<file path="src/rtl/uart_rx_param_pkg.sv">
// rtl/uart_rx_param_pkg.sv - state encodings, parity modes and parity helper for the UART receiver
package uart_rx_param_pkg;

  typedef logic [2:0] state_t;

  localparam state_t ST_IDLE    = 3'd0;
  localparam state_t ST_START   = 3'd1;
  localparam state_t ST_DATA    = 3'd2;
  localparam state_t ST_PARITY  = 3'd3;
  localparam state_t ST_STOP    = 3'd4;
  localparam state_t ST_RECOVER = 3'd5;

  localparam int PAR_NONE = 0;
  localparam int PAR_ODD  = 1;
  localparam int PAR_EVEN = 2;

  // Callers zero-extend narrower words; the extra zeros do not change the XOR.
  function automatic logic calc_parity(input logic [8:0] d, input int mode);
    if (mode == PAR_ODD) begin
      return ~^d;
    end
    if (mode == PAR_EVEN) begin
      return ^d;
    end
    return 1'b0;
  endfunction

endpackage

</file>
<file path="src/rtl/uart_rx_param_if.sv">
// rtl/uart_rx_param_if.sv - line/enable inputs and word/flag outputs of the UART receiver
interface uart_rx_param_if #(
  parameter int DATA_BITS = 8
);
  logic                 i_en;
  logic                 i_rx;
  logic [DATA_BITS-1:0] o_data;
  logic                 o_valid;
  logic                 o_busy;
  logic                 o_parity_err;
  logic                 o_frame_err;
  logic                 o_break_det;

  modport master (
    output i_en,
    output i_rx,
    input  o_data,
    input  o_valid,
    input  o_busy,
    input  o_parity_err,
    input  o_frame_err,
    input  o_break_det
  );

  modport slave (
    input  i_en,
    input  i_rx,
    output o_data,
    output o_valid,
    output o_busy,
    output o_parity_err,
    output o_frame_err,
    output o_break_det
  );
endinterface

</file>
<file path="src/rtl/uart_rx_sampler.sv">
// rtl/uart_rx_sampler.sv - rx synchroniser followed by a 3-tap majority vote
module uart_rx_sampler #(
  parameter int SYNC_STAGES = 2
) (
  input  logic i_clk,
  input  logic i_rst,
  input  logic i_rx,
  output logic o_bit
);

  logic [SYNC_STAGES-1:0] r_sync;
  logic [2:0]             r_hist;

  always_ff @(posedge i_clk or posedge i_rst) begin
    if (i_rst) begin
      r_sync <= '1;
      r_hist <= '1;
    end else begin
      r_sync <= {r_sync[SYNC_STAGES-2:0], i_rx};
      r_hist <= {r_hist[1:0], r_sync[SYNC_STAGES-1]};
    end
  end

  assign o_bit = (r_hist[0] & r_hist[1]) | (r_hist[0] & r_hist[2]) | (r_hist[1] & r_hist[2]);

endmodule

</file>
<file path="src/rtl/uart_rx_param.sv">
// rtl/uart_rx_param.sv - parametrised oversampling UART receiver with parity, framing and break flags
module uart_rx_param
  import uart_rx_param_pkg::*;
#(
  parameter int DATA_BITS   = 8,
  parameter int OVERSAMPLE  = 16,
  parameter int PARITY      = 0,
  parameter int STOP_BITS   = 1,
  parameter int SYNC_STAGES = 2
) (
  input logic            i_clk,
  input logic            i_rst,
  uart_rx_param_if.slave bus
);

  localparam int TICK_W = $clog2(OVERSAMPLE);
  localparam int BIT_W  = $clog2(DATA_BITS + 1);
  localparam logic [TICK_W-1:0] TICK_HALF = TICK_W'(OVERSAMPLE / 2 - 1);
  localparam logic [TICK_W-1:0] TICK_LAST = TICK_W'(OVERSAMPLE - 1);
  localparam logic [TICK_W-1:0] TICK_ONE  = TICK_W'(1);
  localparam logic [BIT_W-1:0]  BIT_LAST  = BIT_W'(DATA_BITS - 1);
  localparam logic [BIT_W-1:0]  BIT_ONE   = BIT_W'(1);
  localparam logic              STOP_LAST = (STOP_BITS == 2);

  if (DATA_BITS < 5 || DATA_BITS > 9 || OVERSAMPLE < 8 || (OVERSAMPLE % 2) != 0 ||
      STOP_BITS < 1 || STOP_BITS > 2 || PARITY < 0 || PARITY > 2 || SYNC_STAGES < 2)
  begin : g_bad_params
    $error("uart_rx_param: illegal parameter combination");
  end

  logic w_bit;

  uart_rx_sampler #(
    .SYNC_STAGES (SYNC_STAGES)
  ) u_sampler (
    .i_clk (i_clk),
    .i_rst (i_rst),
    .i_rx  (bus.i_rx),
    .o_bit (w_bit)
  );

  state_t                r_state;
  state_t                w_state_nxt;
  logic [TICK_W-1:0]     r_tick;
  logic [BIT_W-1:0]      r_bit;
  logic                  r_stop;
  logic [DATA_BITS-1:0]  r_shift;
  logic                  r_par_err;
  logic                  r_frm_err;
  logic                  r_all_low;
  logic [DATA_BITS-1:0]  r_data;
  logic                  r_valid;
  logic                  r_busy;
  logic                  r_par_out;
  logic                  r_frm_out;
  logic                  r_brk_out;

  logic w_half;
  logic w_sample;
  logic w_complete;
  logic w_frm_final;
  logic w_brk_final;
  logic w_par_mismatch;

  always_ff @(posedge i_clk or posedge i_rst) begin
    if (i_rst) begin
      r_state <= ST_IDLE;
    end else begin
      r_state <= w_state_nxt;
    end
  end

  always_comb begin
    w_state_nxt = r_state;
    if (!bus.i_en) begin
      w_state_nxt = ST_IDLE;
    end else begin
      case (r_state)
        ST_IDLE:    if (!w_bit) w_state_nxt = ST_START;
        ST_START:   if (w_half) w_state_nxt = w_bit ? ST_IDLE : ST_DATA;
        ST_DATA: begin
          if (w_sample && r_bit == BIT_LAST) begin
            w_state_nxt = (PARITY != PAR_NONE) ? ST_PARITY : ST_STOP;
          end
        end
        ST_PARITY:  if (w_sample) w_state_nxt = ST_STOP;
        ST_STOP:    if (w_complete) w_state_nxt = w_frm_final ? ST_RECOVER : ST_IDLE;
        ST_RECOVER: if (w_bit && w_sample) w_state_nxt = ST_IDLE;
        default:    w_state_nxt = ST_IDLE;
      endcase
    end
  end

  // Break needs the first stop bit low; with two stop bits it is already folded into r_all_low.
  always_comb begin
    w_half         = (r_tick == TICK_HALF);
    w_sample       = (r_tick == TICK_LAST);
    w_complete     = (r_state == ST_STOP) && w_sample && (r_stop == STOP_LAST);
    w_frm_final    = r_frm_err | ~w_bit;
    w_brk_final    = r_stop ? r_all_low : (r_all_low & ~w_bit);
    w_par_mismatch = (w_bit != calc_parity(9'(r_shift), PARITY));
  end

  always_ff @(posedge i_clk or posedge i_rst) begin
    if (i_rst) begin
      r_tick    <= '0;
      r_bit     <= '0;
      r_stop    <= 1'b0;
      r_shift   <= '0;
      r_par_err <= 1'b0;
      r_frm_err <= 1'b0;
      r_all_low <= 1'b0;
      r_data    <= '0;
      r_valid   <= 1'b0;
      r_busy    <= 1'b0;
      r_par_out <= 1'b0;
      r_frm_out <= 1'b0;
      r_brk_out <= 1'b0;
    end else begin
      r_valid   <= 1'b0;
      r_par_out <= 1'b0;
      r_frm_out <= 1'b0;
      r_brk_out <= 1'b0;
      if (!bus.i_en) begin
        r_tick <= '0;
        r_bit  <= '0;
        r_stop <= 1'b0;
        r_busy <= 1'b0;
      end else begin
        case (r_state)
          ST_IDLE: r_tick <= '0;
          ST_START: begin
            if (w_half) begin
              r_tick    <= '0;
              r_bit     <= '0;
              r_stop    <= 1'b0;
              r_par_err <= 1'b0;
              r_frm_err <= 1'b0;
              r_all_low <= 1'b1;
              r_busy    <= ~w_bit;
            end else begin
              r_tick <= r_tick + TICK_ONE;
            end
          end
          ST_DATA: begin
            if (w_sample) begin
              r_tick    <= '0;
              r_bit     <= r_bit + BIT_ONE;
              r_all_low <= r_all_low & ~w_bit;
              for (int i = 0; i < DATA_BITS; i++) begin
                if (r_bit == BIT_W'(i)) r_shift[i] <= w_bit;
              end
            end else begin
              r_tick <= r_tick + TICK_ONE;
            end
          end
          ST_PARITY: begin
            if (w_sample) begin
              r_tick    <= '0;
              r_par_err <= w_par_mismatch;
              r_all_low <= r_all_low & ~w_bit;
            end else begin
              r_tick <= r_tick + TICK_ONE;
            end
          end
          ST_STOP: begin
            if (w_sample) begin
              r_tick <= '0;
              if (w_complete) begin
                r_data    <= r_shift;
                r_valid   <= 1'b1;
                r_busy    <= 1'b0;
                r_par_out <= r_par_err;
                r_frm_out <= w_frm_final;
                r_brk_out <= w_brk_final;
                r_stop    <= 1'b0;
              end else begin
                r_stop    <= 1'b1;
                r_frm_err <= w_frm_final;
                r_all_low <= r_all_low & ~w_bit;
              end
            end else begin
              r_tick <= r_tick + TICK_ONE;
            end
          end
          ST_RECOVER: r_tick <= (w_bit && !w_sample) ? r_tick + TICK_ONE : '0;
          default:    r_tick <= '0;
        endcase
      end
    end
  end

  assign bus.o_data       = r_data;
  assign bus.o_valid      = r_valid;
  assign bus.o_busy       = r_busy;
  assign bus.o_parity_err = r_par_out;
  assign bus.o_frame_err  = r_frm_out;
  assign bus.o_break_det  = r_brk_out;

endmodule

</file>
<file path="src/flat_wrapper.sv">
// flat-port wrapper written by rule: the top's interface ports become plain ports
module uart_rx_param_flat import uart_rx_param_pkg::*;
#(
  parameter int DATA_BITS   = 8,
  parameter int OVERSAMPLE  = 16,
  parameter int PARITY      = 0,
  parameter int STOP_BITS   = 1,
  parameter int SYNC_STAGES = 2
)
  (i_clk, i_rst, bus_i_en, bus_i_rx, bus_o_data, bus_o_valid, bus_o_busy, bus_o_parity_err, bus_o_frame_err, bus_o_break_det);
  uart_rx_param_if #(.DATA_BITS(DATA_BITS)) bus_i ();
  input logic i_clk;
  input logic i_rst;
  input wire logic [$bits(bus_i.i_en)-1:0] bus_i_en;
  input wire logic [$bits(bus_i.i_rx)-1:0] bus_i_rx;
  output wire logic [$bits(bus_i.o_data)-1:0] bus_o_data;
  output wire logic [$bits(bus_i.o_valid)-1:0] bus_o_valid;
  output wire logic [$bits(bus_i.o_busy)-1:0] bus_o_busy;
  output wire logic [$bits(bus_i.o_parity_err)-1:0] bus_o_parity_err;
  output wire logic [$bits(bus_i.o_frame_err)-1:0] bus_o_frame_err;
  output wire logic [$bits(bus_i.o_break_det)-1:0] bus_o_break_det;
  assign bus_i.i_en = bus_i_en;
  assign bus_i.i_rx = bus_i_rx;
  assign bus_o_data = bus_i.o_data;
  assign bus_o_valid = bus_i.o_valid;
  assign bus_o_busy = bus_i.o_busy;
  assign bus_o_parity_err = bus_i.o_parity_err;
  assign bus_o_frame_err = bus_i.o_frame_err;
  assign bus_o_break_det = bus_i.o_break_det;
  uart_rx_param #(.DATA_BITS(DATA_BITS), .OVERSAMPLE(OVERSAMPLE), .PARITY(PARITY), .STOP_BITS(STOP_BITS), .SYNC_STAGES(SYNC_STAGES)) u_core (.i_clk(i_clk), .i_rst(i_rst), .bus(bus_i));
endmodule
</file>
<file path="config.mk">
export PLATFORM = sky130hd
export DESIGN_NAME = uart_rx_param_flat
export DESIGN_NICKNAME = d
export VERILOG_FILES = /design/src/rtl/uart_rx_param_pkg.sv /design/src/rtl/uart_rx_param_if.sv /design/src/rtl/uart_rx_sampler.sv /design/src/rtl/uart_rx_param.sv /design/src/flat_wrapper.sv
export SDC_FILE = /design/constraint.sdc
export NUM_CORES = 1
export LEC_CHECK = 0
export BUFFER_PORTS_ARGS = -buffer_cell sky130_fd_sc_hd__buf_4
export CAP_MARGIN = 10
export CELL_PAD_IN_SITES_DETAIL_PLACEMENT = 0
export CELL_PAD_IN_SITES_GLOBAL_PLACEMENT = 2
export CORE_UTILIZATION = 35
export CTS_CLUSTER_DIAMETER = 40
export DETAILED_ROUTE_END_ITERATION = 8
export PLACE_DENSITY = 0.79
export SLEW_MARGIN = 5
export SYNTH_ARGS = -nofsm -noshare
export SYNTH_HDL_FRONTEND = slang
export SYNTH_SLANG_ARGS = --single-unit
</file>
<file path="constraint.sdc">
create_clock -name i_clk -period 1.8 [get_ports i_clk]
set_clock_uncertainty 0.2 [all_clocks]
set_input_delay 0.09 -clock i_clk [delete_from_list [all_inputs] [get_ports i_clk]]
set_output_delay 0.09 -clock i_clk [all_outputs]
set_load 0.01 [all_outputs]
</file>
======== Word level (Yosys, flattened, before mapping) ========
Cells that the tools add are included.
storage, ports and cells
  output and inout port bits .............. 13
  input bits .............................. 4
  register bits ........................... 41
  word-level logic and storage cells ...... 148
operators by class
  bitwise logic cells ..................... 9
  reductions and logical operators ........ 29
  mux-type cells .......................... 56
  add/sub/neg operators ................... 2
  eq/ne operators ......................... 29
operator list
  cell                 number
  $reduce_and 4->1     11
  $mux 1               32
  $mux 4               7
  $mux 3               8
  $ne 3x2->1 const B   7
  $eq 4x3->1 const B   5
  $pmux 3 s6           1
  $pmux 4 s3           1
  $reduce_and 6->1     2
  $add 4x1->4 const B  2
  $eq 4x2->1 const B   2
  $ne 2x1->1 const B   4
  $pmux 1 s2           4
  $pmux 4 s2           1
  $eq 3x2->1 const B   2
  $eq 3x3->1 const B   2
  $ne 3x1->1 const B   2
  $reduce_and 3->1     2
  $logic_and 1x1->1    5
  $reduce_and 5->1     1
  $and 1x1->1          4
  $eq 4x1->1 const B   1
  $eq 4x4->1 const B   1
  $logic_not 4->1      1
  other kinds (13)     17

======== Depth between registers and ports, before layout ========
Gate-level depths: netlist of run 1.
  depth after elaboration ................. 10
  gate-level depth with buffers ........... 6
  depth with buffers taken out ............ 6

======== By module ========
From an unflattened synthesis of run 1, not the netlist that was laid out.
second synthesis, totals
  cells, all modules ...................... 186
  area, all modules ....................... 2070.7 um^2
modules (own cells, without submodules)
  module           cells each  sequential area each (um^2)  instances  area an instance (um^2)
  uart_rx_param    179         900.9                        1          1924.3
  uart_rx_sampler  7           131.4                        1          146.4

======== Worst setup path before layout of run 1 ========
OpenSTA, ideal clock, no wires.
  path type ............................... register -> register
  from .................................... register u_core.r_tick[0]
  to ...................................... register u_core.r_state[0]
  slack ................................... -0.141 ns
  setup time .............................. 0.128 ns
  data required time ...................... 1.472 ns
  data arrival time ....................... 1.614 ns
  clock period less this slack ............ 1.941 ns
  path buffers ............................ 0
  stages on the path, launching flop included .. 7
  path through ............................ dfrtp_1 -> ha_1 -> and3_1 -> a211oi_2 -> a31oi_1 -> o221ai_2 -> mux2_1
between the ends
  longest elaborated chain between the ends .. 5
  elaborated cells between the ends (all ways) .. 12
  those cells by class .................... eq/ne: 7; reduce/logical: 5
ends and longest elaborated chain
  item                             RTL line              text
  from (decl)                      uart_rx_param.sv:44   logic [TICK_W-1:0] r_tick;
  from (signal assigned)           uart_rx_param.sv:142  r_tick <= r_tick + TICK_ONE;
  from (signal assigned)           uart_rx_param.sv:154  r_tick <= r_tick + TICK_ONE;
  from (signal assigned)           uart_rx_param.sv:163  r_tick <= r_tick + TICK_ONE;
  $eq 4x4->1                       uart_rx_param.sv:97   w_sample = (r_tick == TICK_LAST);
  $logic_and 1x1->1 (2 in series)  uart_rx_param.sv:98   w_complete = (r_state == ST_STOP) && w_sample && (r_stop == STOP_LAST);
  $ne 3x2->1 (no line)             --
  $reduce_and 6->1 (no line) *     --
  to (signal assigned)             uart_rx_param.sv:69   r_state <= w_state_nxt;
  to (decl)                        uart_rx_param.sv:42   state_t r_state;
Mark *: on every way between the ends. The rest lies on a longest branch, timed or not.
A chain may end at the register's enable or synchronous reset.

======== Worst setup path after layout of run 1 ========
  from .................................... register u_core.r_tick[1]
  to ...................................... register u_core.r_state[0]
The elaborated chain is that of the path after synthesis.

==> qor.yml, run 1 <==
viasPerCell: 5.064
cts_buffer_depth: 2
num_vias: 1651
min_from: "bus_i_en"
p_int_uw: 1686
drc: 0
hold_ws_ns: -0.009836
wl_per_cell_um: 14.70
yosysMostFrequentCell: "dfrtp_1"
antennaDiodeCount: 0
synth_edf_count: 0
path_class: "register to register"
clockPowerShare: 0.258
rsz0062_at_grt: "true"
grt_max_degree: 42
fp.dieH_um: 78.52
switching_power_uw: 769.1
rows: 27
hold_end: "u_core.r_all_low"
grt_usage: 0.1707
pwr-share-seq: 0.407
cts_tree: "built"
finalSetupViolations: 10
area_growth_pct: 42.19
hp-class: "primary input to register"
syn_inst: 186
critical_path.cell_chain: "ha_4, and3_4, a211oi_2, a31oi_2, o221ai_2, mux2_4"
nets: 262
cts.sinks: 41
drive_gt1_frac: 0.5039
drt-total-wl_mm: 4.791
cts_buffers: 5
synthesis.area_um2: 2049
synth-seq-cells: 41
fill_cells: 514
yosys-top-cells-count: "dfrtp_1 (36), nand2_1 (16), mux2_1 (12), nand3_1 (11), nor2_1 (11)"
worst_pin_slew_ns: 0.5137
cap_violations: 0
r2r_end: "u_core.r_state[0]"
ff2ff_path_depth: 6
synth.area.top_cells: "dfrtp_1 (44%), mux2_1 (6.6%), dfstp_2 (6.4%), ha_1 (3.1%), nand2_1 (2.9%)"
dpl-instance-area_um2: 2505
htree_levels: 2
r2r_start: "u_core.r_tick[1]"
hold_viol: 1
synthFlopType: "dfrtp_1"
finalSetupTns_ns: -0.2453
slew_violations: 0
grt-ovfl-total: 0
start_util: 0.3677
clk_pin_slew_ns: 0.09
crit_path_end_kind: "register"
min_path_cells: 4
critPathBufInv: 0
first_iter_violations: 25
finalInstanceArea_um2: 2914
fin_crit_ns: 1.872
switching_share: 0.3133
total_leakage_power_uw: 0.001334
cp-start-kind: "register"
max_freq_mhz: 534.2
relSlewSlack: 0.6575
async_flop_share: 1.000
ff2ff_setup_slack_ns: -0.07
cp_max_fo: 6
clk_latency_ns: 0.30
die_x_um: 78.52
syn_area_per_cell_um2: 11.02
ios: 17
detail_route.first_pass.iterations: 4
routabilityCongestion: 0.8087
crit_cells: 6
port_buffers: 16
synth_top_area_cell: "dfrtp_1"
outcome: "finished, violations left"
yosysSeqAreaShare: 0.5037
p_per_area_nw_per_um2: 842.4
clockRootBuffer: "clkbuf_8"
period_share: 1.040
crit_slowest_cell: "dfrtp_1"
critPathArrivalTime_ns: 1.86
crit_required_ns: 1.79
worst_slack_ns: -0.07202
cpPeakStageDelay_ns: 0.42
crit_family: "compound AO/OA/AOI/OAI gates"
antenna_found_initial: 0
die_area_um2: 6165
synth_nets: 195
design.core.area_um2: 5574
combPwrFrac: 0.335
synth_cell_type_count: 49
max-vdd-ir-drop_uv: 435.9
synth_warnings: 0
dp_hpwl_mm: 3.271
synth_top_area_frac: 0.4396
violations: "hold timing, setup timing"
grt_first_pass_wirelength_mm: 8.155
grt_pass1_vias: 1723
postRouteAntennaNets: 0
[flip-flops by register name (all words and copies together), names as in the netlist]
| signal | count |
|---|---|
| u_core.r_bit | 4 |
| u_core.bus.o_frame_err | 1 |
| u_core.r_stop | 1 |
| u_core.u_sampler.r_sync | 2 |
| u_core.bus.o_busy | 1 |
| u_core.bus.o_break_det | 1 |
| u_core.r_par_err | 1 |
| u_core.bus.o_data | 8 |
| u_core.r_tick | 4 |
| u_core.bus.o_valid | 1 |
| u_core.r_shift | 8 |
| u_core.u_sampler.r_hist | 3 |
| u_core.r_frm_err | 1 |
| u_core.r_state | 3 |
| u_core.bus.o_parity_err | 1 |
| u_core.r_all_low | 1 |
[final cells by class]
type                       instances  area (um2)  share of cell area
sequential                        41        1033              0.3547
clock buffer                       6       82.58             0.02834
multi-input combinational        127        1117              0.3834
inverter                           9       33.78             0.01159
timing repair buffer              69       543.0              0.1863
clock inverter                     2       13.76            0.004723
tap                               72       90.09             0.03091
[cell usage in the layout, fill, tap and decap left out, drive strengths merged, types with 3 or more instances in the layout]
cell and n:
nor2 11, mux2 16, and3 4, buf 65
a21oi 6, dfstp 5, nand2 16, nor3 5
dlygate4sd3 4, ha 5, nor2b 3, a211oi 5
nand3b 4, o21ai 11, clkbuf 6, dfrtp 36
inv 9, nand3 14
[cells by family (layout without fill, tap and decap cells)]
| kind of cell | Yosys count | count (layout) | synth area share |
|---|---|---|---|
| adder cells (fa/ha/maj) | 6 | 6 | 0.03602 |
| AO/OA/AOI/OAI | 33 | 33 | 0.1178 |
| buffers and inverters | 18 | 86 | 0.04457 |
| flip-flops | 41 | 41 | 0.5037 |
| XOR/XNOR | 2 | 2 | 0.008549 |
| AND/OR/NAND/NOR | 69 | 69 | 0.1966 |
| multiplexers | 17 | 17 | 0.09279 |
[worst max path at each step]
stage                                    start           endpoint  slack [ns]
global route                 u_core.r_state[1]  u_core.r_state[2]       -0.12
finish                        u_core.r_tick[1]  u_core.r_state[0]       -0.07
CTS                 u_core.u_sampler.r_hist[1]  u_core.r_state[0]       -0.08
floorplan           u_core.u_sampler.r_hist[0]  u_core.r_state[0]       -0.01
global placement    u_core.u_sampler.r_hist[0]   u_core.r_tick[3]       -0.08
detailed placement  u_core.u_sampler.r_hist[0]   u_core.r_tick[3]       -0.12
[worst register-to-register path: stages (launching register included)]
cell	delay [ns]
dfrtp_1	0.42
ha_4	0.20
and3_4	0.17
a211oi_2	0.20
a31oi_2	0.06
o221ai_2	0.18
mux2_4	0.33
[power by group through the flow]
stage	Clock, uW	Combinational (uW)	Sequential (uW)
after floorplan	0	384	1010
after global placement	0	639	1010
after detailed placement	0	644	1010
after CTS	650	767	997
after global routing	708	887	1000
final	635	822	998
[layer usage]
metal  part of all wire  up-vias  wire length [um]  GRT usage
met4              0.015        0                74    0.05000
met3              0.021        7               103    0.02791
li1                   -      797                 -          -
met5                  0        -                 0          0
met1               0.45      824              2161     0.2148
met2               0.51       23              2451     0.2983
[stage by stage]
step	utilization	hold WS (ns)	setup WS, ns	total power, uW	instances
after floorplan	-	-0.1055	-0.01379	1391	186
after CTS	0.5059	0.01043	-0.07862	2414	322
after detailed placement	0.4494	0.0005098	-0.1211	1659	303
after global routing	0.5228	0.006271	-0.1223	2598	326
after global placement	0.4494	-0.00002467	-0.08126	1653	303
final	0.5228	-0.009836	-0.07202	2455	326
[timing repair]
| action | CTS | global route |
|---|---|---|
| endpoints found under the setup margin | 23 | 26 |
| hold buffers | 4 | 0 |
| resized for setup | 25 | 18 |
| setup buffers | 7 | 4 |
| pin swaps | 11 | 15 |
| hold endpoints to repair | 45 | 0 |
Power figures use the tool's default switching activity.
==> run 2, diff against run 1 <==
Settings changed: CELL_PAD_IN_SITES_DETAIL_PLACEMENT 0 to 1, RECOVER_POWER from default to 25.
==> qor.yml, run 2 (synthesized netlist as in run 1, its figures left out) <==
nets: 262  # unchanged
multi_input_area_um2: 1219  # +9.1%
cp_max_fo: 7  # +1
worst_pin_slew_ns: 1.010  # +0.4962 ns
die_x_um: 78.52  # unchanged
grt_first_pass_wirelength_mm: 9.349  # +15%
fin_crit_ns: 1.925  # +0.05258 ns
hp-class: "primary input to register"
critPathLaunch: "u_core.r_tick[1]"
clk_latency_ns: 0.30  # about the same
antenna_found_initial: 0  # unchanged
worst_slack_ns: -0.1246  # -0.05258 ns
switching_share: 0.3414  # +0.02811
finalInstanceArea_um2: 3003  # +3.0%
routabilityCongestion: 0.8087  # unchanged
wl_per_cell_um: 18.38  # +25%
grt_max_degree: 42  # unchanged
postRouteAntennaNets: 0  # unchanged
crit_required_ns: 1.82  # +0.03 ns
min_path_cells: 4  # unchanged
dpl-instance-area_um2: 2505  # unchanged
dp_cells: 303  # unchanged
max_freq_mhz: 519.6  # -2.7%
hold_ws_ns: 0.007769  # +0.01760 ns
fill_cells: 611  # +19%
port_buffers: 16  # unchanged
crit_path_end_kind: "register"
grt-ovfl-total: 0  # unchanged
design.core.area_um2: 5574  # unchanged
antennaDiodeCount: 0  # unchanged
period_share: 1.069  # +0.02921
cts_buffers: 5  # unchanged
die_area_um2: 6165  # unchanged
r2r_start: "u_core.r_tick[1]"
final_cells: 326  # unchanged
area_growth_pct: 46.52
total_leakage_power_uw: 0.001325  # -0.67%
outcome: "finished, violations left"
dp_hpwl_mm: 3.770  # +15%
cts_tree: "built"
finalSetupViolations: 21  # +11
critPathArrivalTime_ns: 1.94  # +0.08 ns
drive_gt1_frac: 0.5197  # +0.01575
cts_buffer_depth: 2  # unchanged
rows: 27  # unchanged
detail_route.first_pass.iterations: 4  # unchanged
cp-start-kind: "register"
clockPowerShare: 0.238  # -0.020
mostFrequentLayoutCell: "buf_4"
mostFrequentLayoutCells: "buf_4 (53), dfrtp_1 (34), nand2_1 (16), nor2_1 (10), mux2_4 (9)"
relSlewSlack: 0.3268  # -0.3308
num_vias: 1705  # +3.3%
hold_viol: 0  # -1
pwr-share-seq: 0.393  # -0.014
combPwrFrac: 0.369  # +0.034
drc: 0  # unchanged
violations: "setup timing"
ios: 17  # unchanged
min_from: "bus_i_en"
htree_levels: 2  # unchanged
switching_power_uw: 871.2  # +13%
ff2ff_path_depth: 8  # +2
cap_violations: 0  # unchanged
cts.sinks: 41  # unchanged
max-vdd-ir-drop_uv: 434.6  # -0.29%
slew_violations: 0  # unchanged
grt_usage: 0.1987  # +0.02798
p_int_uw: 1680  # -0.31%
seq_area_um2: 1035  # +0.12%
viasPerCell: 5.230  # +3.3%
fp.dieH_um: 78.52  # unchanged
start_util: 0.3677  # unchanged
grt_pass1_vias: 1854  # +7.6%
path_class: "register to register"
clockRootBuffer: "clkbuf_8"
rsz0062_at_grt: "true"
final_core_util: 0.5387  # +0.01594
drt-total-wl_mm: 5.991  # +25%
first_iter_violations: 78  # +210%
clk_pin_slew_ns: 0.09  # about the same
p_per_area_nw_per_um2: 849.7  # +0.87%
## run 2: cell count changes in the layout (fill, tap and decap cells not counted), moves of 2 or more
cell      delta
a211oi_2     -2
buf_4        -8
buf_6        +2
clkbuf_4     +2
mux2_1       -2
mux2_4       +2
nand3_2      -2
nand3_4      +4
nor3_2       -2
nor3_4       +2
## run 2: area by class of cell
class	count	share of cell area
multi-input combinational	128	0.4058
timing repair buffer	68	0.1796
inverter	9	0.01125
tap	72	0.03000
sequential	41	0.3446
clock inverter	3	0.005833
clock buffer	5	0.02292
## run 2: power groups by stage
stage / clock network [uW] / logic [uW] / registers (uW)
after floorplan: 0 / 384 / 1010
after global placement: 0 / 639 / 1010
after detailed placement: 0 / 664 / 1020
after CTS: 618 / 771 / 1000
after global routing: 667 / 1000 / 1010
final: 606 / 942 / 1000
## run 2: final timing paths
check / to / slack, ns
min in group asynchronous: u_core.r_par_err / 0.47
worst min register to register: u_core.u_sampler.r_hist[0] / 0.16
worst min-delay path: u_core.r_all_low / 0.008
worst max-delay path: u_core.r_state[1] / -0.12
max in group asynchronous: u_core.r_state[1] / 0.25
worst max register to register: u_core.r_state[1] / -0.12
## run 2: critical path: stages, from the launching register on
cell and delay [ns]:
dfrtp_1 0.40, ha_4 0.20, nand4b_1 0.20, a32o_2 0.29, nand2_1 0.08, o221ai_2 0.10
buf_4 0.16, buf_4 0.13, o22ai_2 0.08
## run 2: per-stage QoR
| stage | setup slack, ns | total power [uW] | setup TNS [ns] |
|---|---|---|---|
| after floorplan | -0.01379 | 1391 | -0.01379 |
| after global placement | -0.08126 | 1653 | -0.8216 |
| final | -0.1246 | 2552 | -1.520 |
| after detailed placement | -0.1290 | 1681 | -1.684 |
| after CTS | -0.09073 | 2389 | -1.008 |
| after global routing | -0.2073 | 2676 | -3.362 |
## run 2: repair_timing
| item | 4_1_cts | 5_1_grt |
|---|---|---|
| hold endpoints to repair | 46 | 1 |
| pin swaps | 10 | 17 |
| resized for setup | 28 | 32 |
| gates cloned | 0 | 1 |
| hold buffers | 3 | 2 |
| endpoints found under the setup margin | 25 | 30 |
| setup buffers | 3 | 7 |
## run 2: layer usage
layer  up-vias  wire, um  global-route usage  part of all wire
met5         -         0                   0                 0
met4         0        75             0.06667             0.013
met3         7       153             0.04767             0.026
met2        27      3154              0.3348              0.53
met1       877      2607              0.2474              0.44
li1        794         -                   -                 -
